<file path="src/rtl/mp_addsub_pkg.sv">
// Shared encodings and sizing helpers for the multi-precision add/sub sequencer.
package mp_addsub_pkg;

    typedef enum logic [1:0] {
        ST_IDLE = 2'd0,
        ST_RUN  = 2'd1,
        ST_DONE = 2'd2
    } state_t;

    localparam logic MODE_ADD = 1'b0;
    localparam logic MODE_SUB = 1'b1;

    // Width of the word index; kept at least one bit wide.
    function automatic int k_width(input int n);
        return (n > 1) ? $clog2(n) : 1;
    endfunction

endpackage

</file>
<file path="src/rtl/addsub_slice.sv">
// W-bit carry-lookahead add/sub slice with an independent carry-in so slices chain in time.
module addsub_slice #(
    parameter int W = 4
) (
    input  logic [W-1:0] a,
    input  logic [W-1:0] b,
    input  logic         inv,
    input  logic         cin,
    output logic [W-1:0] s,
    output logic         cout,
    output logic         cmsb
);

    logic [W-1:0] bx;
    logic [W-1:0] p;
    logic [W-1:0] g;
    logic [W:0]   c;

    assign bx = b ^ {W{inv}};
    assign p  = a ^ bx;
    assign g  = a & bx;

    // c[i+1] = g[i] | p[i]g[i-1] | ... | p[i..0]cin, each carry formed independently.
    always_comb begin
        logic acc;
        logic run_p;
        acc   = 1'b0;
        run_p = 1'b0;
        c     = '0;
        c[0]  = cin;
        for (int i = 0; i < W; i++) begin
            acc   = g[i];
            run_p = p[i];
            for (int j = i - 1; j >= 0; j--) begin
                acc   = acc | (run_p & g[j]);
                run_p = run_p & p[j];
            end
            c[i+1] = acc | (run_p & cin);
        end
    end

    assign s    = p ^ c[W-1:0];
    assign cout = c[W];
    assign cmsb = c[W-1];

endmodule

</file>
<file path="src/rtl/mp_addsub_seq.sv">
// Sequential N*W-bit add/subtract: one W-bit slice per cycle, LSW first, carry chained in a register.
module mp_addsub_seq
    import mp_addsub_pkg::*;
#(
    parameter int W = 4,
    parameter int N = 4
) (
    input  logic           clk,
    input  logic           rst_n,
    input  logic           start,
    input  logic           mode,
    input  logic [N*W-1:0] a,
    input  logic [N*W-1:0] b,
    output logic           busy,
    output logic           done,
    output logic [N*W-1:0] result,
    output logic           carry,
    output logic           ovf
);

    localparam int            KW     = k_width(N);
    localparam logic [KW-1:0] K_LAST = KW'(N - 1);

    // Handshake: start is a request taken only in IDLE or DONE (operands captured on that
    // edge); busy marks the N processing cycles; done pulses one cycle with results valid.
    state_t         state, state_nxt;
    logic           accept;
    logic [KW-1:0]  k;
    logic [N*W-1:0] a_q, b_q;
    logic           mode_q;
    logic           cy_q;

    logic [W-1:0]   s_word;
    logic           s_cout;
    logic           s_cmsb;

    addsub_slice #(.W(W)) u_slice (
        .a    (a_q[int'(k)*W +: W]),
        .b    (b_q[int'(k)*W +: W]),
        .inv  (mode_q),
        .cin  (cy_q),
        .s    (s_word),
        .cout (s_cout),
        .cmsb (s_cmsb)
    );

    always_comb begin
        state_nxt = state;
        accept    = 1'b0;
        case (state)
            ST_IDLE: begin
                if (start) begin
                    accept    = 1'b1;
                    state_nxt = ST_RUN;
                end
            end
            ST_RUN: begin
                if (k == K_LAST) state_nxt = ST_DONE;
            end
            ST_DONE: begin
                accept    = start;
                state_nxt = start ? ST_RUN : ST_IDLE;
            end
            default: state_nxt = ST_IDLE;
        endcase
    end

    always_ff @(posedge clk or negedge rst_n) begin
        if (!rst_n) state <= ST_IDLE;
        else        state <= state_nxt;
    end

    assign busy = (state == ST_RUN);
    assign done = (state == ST_DONE);

    always_ff @(posedge clk or negedge rst_n) begin
        if (!rst_n) begin
            k      <= '0;
            a_q    <= '0;
            b_q    <= '0;
            mode_q <= 1'b0;
            cy_q   <= 1'b0;
            result <= '0;
            carry  <= 1'b0;
            ovf    <= 1'b0;
        end else if (accept) begin
            // Subtract is invert-plus-one, so the initial carry equals the mode bit.
            a_q    <= a;
            b_q    <= b;
            mode_q <= mode;
            cy_q   <= mode;
            k      <= '0;
        end else if (state == ST_RUN) begin
            result[int'(k)*W +: W] <= s_word;
            cy_q                   <= s_cout;
            if (k == K_LAST) begin
                k     <= '0;
                carry <= s_cout;
                ovf   <= s_cout ^ s_cmsb;
            end else begin
                k <= k + 1'b1;
            end
        end
    end

endmodule

</file>
<file path="config.mk">
export PLATFORM = sky130hd
export DESIGN_NAME = mp_addsub_seq
export DESIGN_NICKNAME = d
export VERILOG_FILES = /design/src/rtl/mp_addsub_pkg.sv /design/src/rtl/addsub_slice.sv /design/src/rtl/mp_addsub_seq.sv
export SDC_FILE = /design/constraint.sdc
export NUM_CORES = 1
export LEC_CHECK = 0
export CAP_MARGIN = 40
export CORE_MARGIN = 2
export CORE_UTILIZATION = 50
export DETAILED_ROUTE_END_ITERATION = 12
export PLACE_DENSITY = 0.88
export SLEW_MARGIN = 15
export SYNTH_ARGS = -nofsm -noshare
export SYNTH_HDL_FRONTEND = slang
export SYNTH_SLANG_ARGS = --single-unit
</file>
<file path="constraint.sdc">
create_clock -name clk -period 3.2 [get_ports clk]
set_clock_uncertainty 0.05 [all_clocks]
set_input_delay 0.8 -clock clk [delete_from_list [all_inputs] [get_ports clk]]
set_output_delay 0.8 -clock clk [all_outputs]
set_load 0.02 [all_outputs]
</file>
* After elaboration in Yosys (flattened, before gate mapping)
Index checks and enable logic that the tools add are counted.
Cells by class: shift operators 4, muxes and demuxes 12, bitwise gates (word level) 32, add/sub/neg operators 2, reduce and logical (&&, ||, !) cells 5, equal/unequal tests 5
Operators with widths (count):
- 4-bit negation with 33-bit output | 1
- 4-bit by 33-bit variable shift with 16-bit output, first input constant | 1
- 4-bit by 33-bit variable part select with 16-bit output | 1
- 16-bit by 5-bit variable part select with 4-bit output | 2
- 1-bit bitwise AND | 16
- 16-bit bitwise mux | 1
- 4-bit bitwise XOR | 3
- 2-bit two-way mux | 5
- 1-bit bitwise OR | 10
- 2-bit one-hot mux with 3 select lines | 1
- 4-bit bitwise AND | 1
- 2-bit equality test, second input constant | 2
- 1-bit two-way mux | 4
- 2-bit AND reduction | 2
- 3-bit AND reduction | 1
- 2-bit by 1-bit adder with 2-bit output, second input constant | 1
- 2-bit by 1-bit equality test with 1-bit output, second input constant | 1
- 2-bit logical NOT | 1
- 2-bit by 1-bit inequality test with 1-bit output, second input constant | 1
- 2-bit inequality test, second input constant | 1
- 1-bit one-hot mux with 2 select lines | 1
- 2-bit nonzero test | 1
- 1-bit inverter | 1
- 1-bit bitwise XOR | 1
Word-level totals: bits of input ports 36, output and inout port bits 20, word-level logic and storage cells 69, bits in registers 56

* Logic depth before layout (Yosys ltp)
depth in word-level cells 10, mapped depth 8

* Hierarchy
Synthesis repeated with hierarchy kept, for this count alone.
Unflattened totals: cells, all modules 188, area, all modules 2736.4 µm²
By module, submodules not included:
- mp_addsub_seq | sequential area each 1401.3 µm², area each 2561.2 µm², cells an instance 170, times used 1
- addsub_slice | sequential area each 0.0 µm², area each 175.2 µm², cells an instance 18, times used 1

* Least setup slack after synthesis
OpenSTA, ideal clock, no wires.
path type register to register, from reg k[0], to reg result[15], buffers on the path 1, cell stages (with the launch flop) 9, period minus slack after synthesis 2.514 ns, library setup time 0.122 ns, arrival time 2.343 ns, path slack 0.686 ns, cell sequence dfrtp_1 > buf_6 > mux4_2 > xor2_1 > ha_1 > o21a_1 > a21oi_4 > xnor2_1 > a32o_1
On the way: longest elaborated chain between the ends 10
RTL lines:
- start: declaration | line mp_addsub_seq.sv:28 | logic [KW-1:0] k;
- start signal: assignment | line mp_addsub_seq.sv:101 | k <= k + 1'b1;
- 16-bit by 5-bit variable part select with 4-bit output | line mp_addsub_seq.sv:39 | .b (b_q[int'(k)*W +: W]),
- 4-bit bitwise XOR | line addsub_slice.sv:19 | assign bx = b ^ {W{inv}};
- 4-bit bitwise XOR / 4-bit bitwise AND (equally long branches) | line addsub_slice.sv:20, addsub_slice.sv:21
- 1-bit bitwise AND, on equally long branches | line addsub_slice.sv:35, addsub_slice.sv:36
- 1-bit bitwise OR (tied with other cells) | line addsub_slice.sv:35 | acc = acc | (run_p & g[j]);
- 1-bit bitwise OR / 1-bit bitwise AND (equally long branches) | line addsub_slice.sv:35, addsub_slice.sv:38
- 1-bit bitwise OR | line addsub_slice.sv:38 | c[i+1] = acc | (run_p & cin);
- 4-bit bitwise XOR | line addsub_slice.sv:42 | assign s = p ^ c[W-1:0];
- 4-bit by 33-bit variable part select with 16-bit output | line mp_addsub_seq.sv:94 | result[int'(k)*W +: W] <= s_word;
- 16-bit bitwise mux * | line mp_addsub_seq.sv:94
- end signal: indexed assignment | line mp_addsub_seq.sv:94
- end: declaration | line mp_addsub_seq.sv:16 | output logic [N*W-1:0] result,
Every way passes the cells marked *; elsewhere a longest branch is shown, timed or not. A chain may end at the register's enable or synchronous reset.

* Worst setup path after layout
Same ends and word-level chain as after synthesis.

==> metrics.log <==
INFO  metric outcome = complete, no violations
INFO  metric drt-initial-drc-count = a little over 80
INFO  metric route.antenna.remaining_nets = 0
INFO  metric first_pass_grt_wire_length = 8510 um
INFO  metric routed-wl-met3 = 273 um
INFO  metric die_area = 0.00583 mm^2
INFO  metric switching_share = 0.418
INFO  metric vias = between 1500 and 2000
INFO  metric synth_simple_gate_area_frac = 0.0626
INFO  metric arrival = 2.89 ns
INFO  metric timing.max_slew.rel_slack = 0.667
INFO  metric via_per_inst = ~5.3
INFO  metric synth_top_cell_area_share = 0.535
INFO  metric finalNonFillerCells = 327
INFO  metric grt_util_all_layers = 0.183
INFO  metric synth_fa_ha_area_frac = 0.0602
INFO  metric synth_area = 0.00262 mm^2
INFO  metric clock_sinks = 56
INFO  metric synth.top_cells.by_area = dfrtp_1 (54%), mux2_2 (14%), mux4_2 (6.9%)
INFO  metric crit_fanout = 8
INFO  metric wl_per_cell = 15.1 um
INFO  metric ys_seq_area_frac = 0.535
INFO  metric clk_pin_slew = about 0.1 ns
INFO  metric cpMaxStageDelayCell = dfrtp_1
INFO  metric post-cts-setup-buffers = 0
INFO  metric area_of_the_multi_input_gates = between 0.001 and 0.0015 mm^2
INFO  metric setup.worst_path.start_class = flop
INFO  metric drt_pre_antenna_iters = 4
INFO  metric ys_ff_latch = 56
INFO  metric synth-xor-area-share = 0.0234
INFO  metric netlist_instances = 198
INFO  metric synth.distinct_cells = 33
INFO  metric insertion_delay = 0.32 ns
INFO  metric share_comb_of_total_power = 0.574
INFO  metric yosysWarnings = 0
INFO  metric drt_wl_total = slightly below 5000 um
INFO  metric min_period = 2.72 ns
INFO  metric rsz0062_at_grt = false
INFO  metric max-cap-violations = 0
INFO  metric clock_tree.buffer_depth = 2
INFO  metric finalHoldViolCount = 0
INFO  metric number_of_global_route_vias_before_repair = 1827
INFO  metric timing.critical_path.slowest_cell_delay = 0.55 ns
INFO  metric largest_net_degree_at_the_start_of_global_routing = 37
INFO  metric p_int = 2250 uW
INFO  metric area.growth.synth_to_final = 27.3%
INFO  metric drcViolationCount = 0
INFO  metric power.share.sequential = 0.324
INFO  metric synth_mux_area_frac = 0.211
INFO  metric synth_area_per_cell = approximately 13 um^2
INFO  metric port_buffers = 55
INFO  metric clk_root_buffer_cell = clkbuf_8
INFO  metric start_util = 0.516
INFO  metric synth_compound_gate_area_share = 0.0774
INFO  metric cts_hold_buffers = 0
INFO  metric chipWidth = between 70 and 80 um
INFO  metric cts-htree-levels = 2
INFO  metric grt_antenna_before_repair = 0
INFO  metric insertedDiodeCount = 0
INFO  metric hold_path_class = in2async
INFO  metric r2r.worst_path.cells = 7
INFO  metric core.rowCount = 26
INFO  metric fin_setup_tns = 0 ns
INFO  metric setup-violations-final = 0
INFO  metric combinational_family_with_the_most_area_after_synthesis = multiplexers
INFO  metric peakVddDrop = about 0.6 mV
INFO  metric wl_met1 = 2110 um
INFO  metric path_cells = buf_4 -> mux4_2 -> ha_1 -> a211o_1 -> a21oi_4 -> xnor2_1 -> a32o_1
INFO  metric timing.final.crit_share = 0.850
INFO  metric cts_resized = 0
INFO  metric syn-num-nets = between 200 and 250
INFO  metric critical_path_class = reg2reg
INFO  metric numCtsBuffers = 5
INFO  metric seq_area = 0.00140 mm^2
INFO  metric clock_tree_from_tritoncts = done
INFO  metric sort_of_element_at_the_end_of_the_critical_path = flop
INFO  metric power.static_leakage = about 0.0014 uW
INFO  metric routed.top_layer = met4
INFO  metric layout_cells_sized_above_1 = 0.226
INFO  metric pwr_density_cell = between 1000 and 1500 mW/mm^2
INFO  metric setup.reg_to_reg.worst_slack = 0.48 ns
INFO  metric slew_viols_final = 0
INFO  metric placed_cells_incl_taps = 319
INFO  metric placeableCoreArea = 0.00507 mm^2
INFO  metric final_nets = 304
INFO  metric clkPwrFrac = 0.102
INFO  metric gp_routability_congestion = 0.844
INFO  metric wl_met2 = 2480 um
INFO  metric rr_startpoint = k[0]
INFO  metric cp.required = 3.37 ns
INFO  metric top_level_ports = 56
INFO  metric place_hpwl = 3830 um
INFO  metric chipHeight = 76.4 um
INFO  metric synth.largest_area_cell = dfrtp_1
INFO  metric total_switching_power = 1620 uW
INFO  metric worstReg2RegEnd = result[15]
INFO  metric globalRoute.totalOverflow = 0
INFO  metric fillerInstances = 389
INFO  metric worstMarginPinSlew = 0.499 ns
INFO  metric top_achievable_clock_speed = between 0.3 and 0.4 GHz
## critical path, delay by kind of cell, from the launching register on
family                   cells  cell delay, ns
buffers and inverters        1            0.26
adder cells (fa/ha/maj)      1            0.33
XOR/XNOR                     1            0.14
flip-flops                   1            0.55
AO/OA/AOI/OAI                3            0.73
multiplexers                 1            0.55
## layer usage
layer,vias up,track usage
met5,-,0
met4,0,0.0491
met3,7,0.0557
met2,48,0.311
met1,843,0.230
li1,819,-
## cell families after synthesis
logic type               after synthesis
buffers and inverters                 17
AO/OA/AOI/OAI                         29
XOR/XNOR                               7
multiplexers                          41
flip-flops                            56
adder cells (fa/ha/maj)               12
AND/OR/NAND/NOR                       36
## worst max-delay path by stage
stage               startpoint         end  slack [ns]
floorplan                 k[0]  result[15]        0.69
finish                    k[0]  result[15]        0.48
CTS                       k[0]  result[15]        0.45
detailed placement        k[0]  result[15]        0.47
global route              k[0]  result[15]        0.31
global placement          k[0]  result[15]        0.54
## synthesized netlist by cell type
| cell type | instances |
|---|---|
| dfrtp_1 | 56 |
| mux2_2 | 33 |
| nand2_1 | 21 |
| ha_1 | 11 |
| o21ai_0 | 11 |
| inv_1 | 9 |
| mux4_2 | 8 |
| buf_2 | 7 |
| xor2_1 | 6 |
| nor2_1 | 4 |
| o31ai_1 | 4 |
| a22o_1 | 3 |
| nor2b_1 | 3 |
| a21oi_1 | 2 |
| nand3_1 | 2 |
| a211o_1 | 1 |
| a21o_1 | 1 |
| a21oi_4 | 1 |
| a22oi_1 | 1 |
| a31oi_1 | 1 |
| a32o_1 | 1 |
| and2_1 | 1 |
| and3_1 | 1 |
| buf_6 | 1 |
| fa_1 | 1 |
| nand2b_1 | 1 |
| nor3_1 | 1 |
| o21a_1 | 1 |
| o21ba_2 | 1 |
| o21bai_1 | 1 |
| or3_1 | 1 |
| or4_4 | 1 |
| xnor2_1 | 1 |
## area by class of cell
type | instances | area share
multi-input combinational | 125 | 0.343
clock buffer | 5 | 0.0206
tap | 70 | 0.0263
timing repair buffer | 59 | 0.173
inverter | 9 | 0.0101
clock inverter | 3 | 0.00638
sequential | 56 | 0.420
## cell usage in the layout (no fill, tap or decap), types with 2 or more instances in the layout
| cell type | Yosys | final |
|---|---|---|
| ha_1 | 11 | 11 |
| clkdlybuf4s50_1 | 0 | 54 |
| mux4_2 | 8 | 8 |
| dfrtp_1 | 56 | 56 |
| a21oi_1 | 2 | 2 |
| o31ai_1 | 4 | 4 |
| nor2_1 | 4 | 4 |
| mux2_2 | 33 | 33 |
| o21ai_0 | 11 | 11 |
| nand3_1 | 2 | 2 |
| a22o_1 | 3 | 3 |
| clkbuf_8 | 0 | 5 |
| nand2_1 | 21 | 21 |
| buf_4 | 0 | 4 |
| nor2b_1 | 3 | 2 |
| inv_1 | 9 | 9 |
| xor2_1 | 6 | 6 |
## sequential cells by signal (all words and copies together) (netlist names)
name,flops
mode_q,1
k,2
state,2
ovf,1
b_q,16
carry,1
result,16
a_q,16
cy_q,1
## power by group through the flow
stage / clock network (uW) / registers [uW] / logic, uW
floorplan: 0 / 1270 / 1590
global placement: 0 / 1260 / 2130
detailed placement: 0 / 1270 / 2230
CTS: 402 / 1260 / 2230
global route: 429 / 1300 / 2420
finish: 394 / 1250 / 2220
## metrics by stage
step	cell area (um^2)	hold slack, ns	util	power [uW]	setup WS, ns
detailed placement	3240	0.414	0.639	3500	0.473
global route	3330	0.374	0.657	4150	0.308
floorplan	2620	0.425	-	2860	0.686
global placement	3240	0.411	0.639	3390	0.536
CTS	3330	0.359	0.657	3890	0.451
finish	3330	0.350	0.657	3870	0.479
Note: power is estimated with default switching activity, not from simulation.
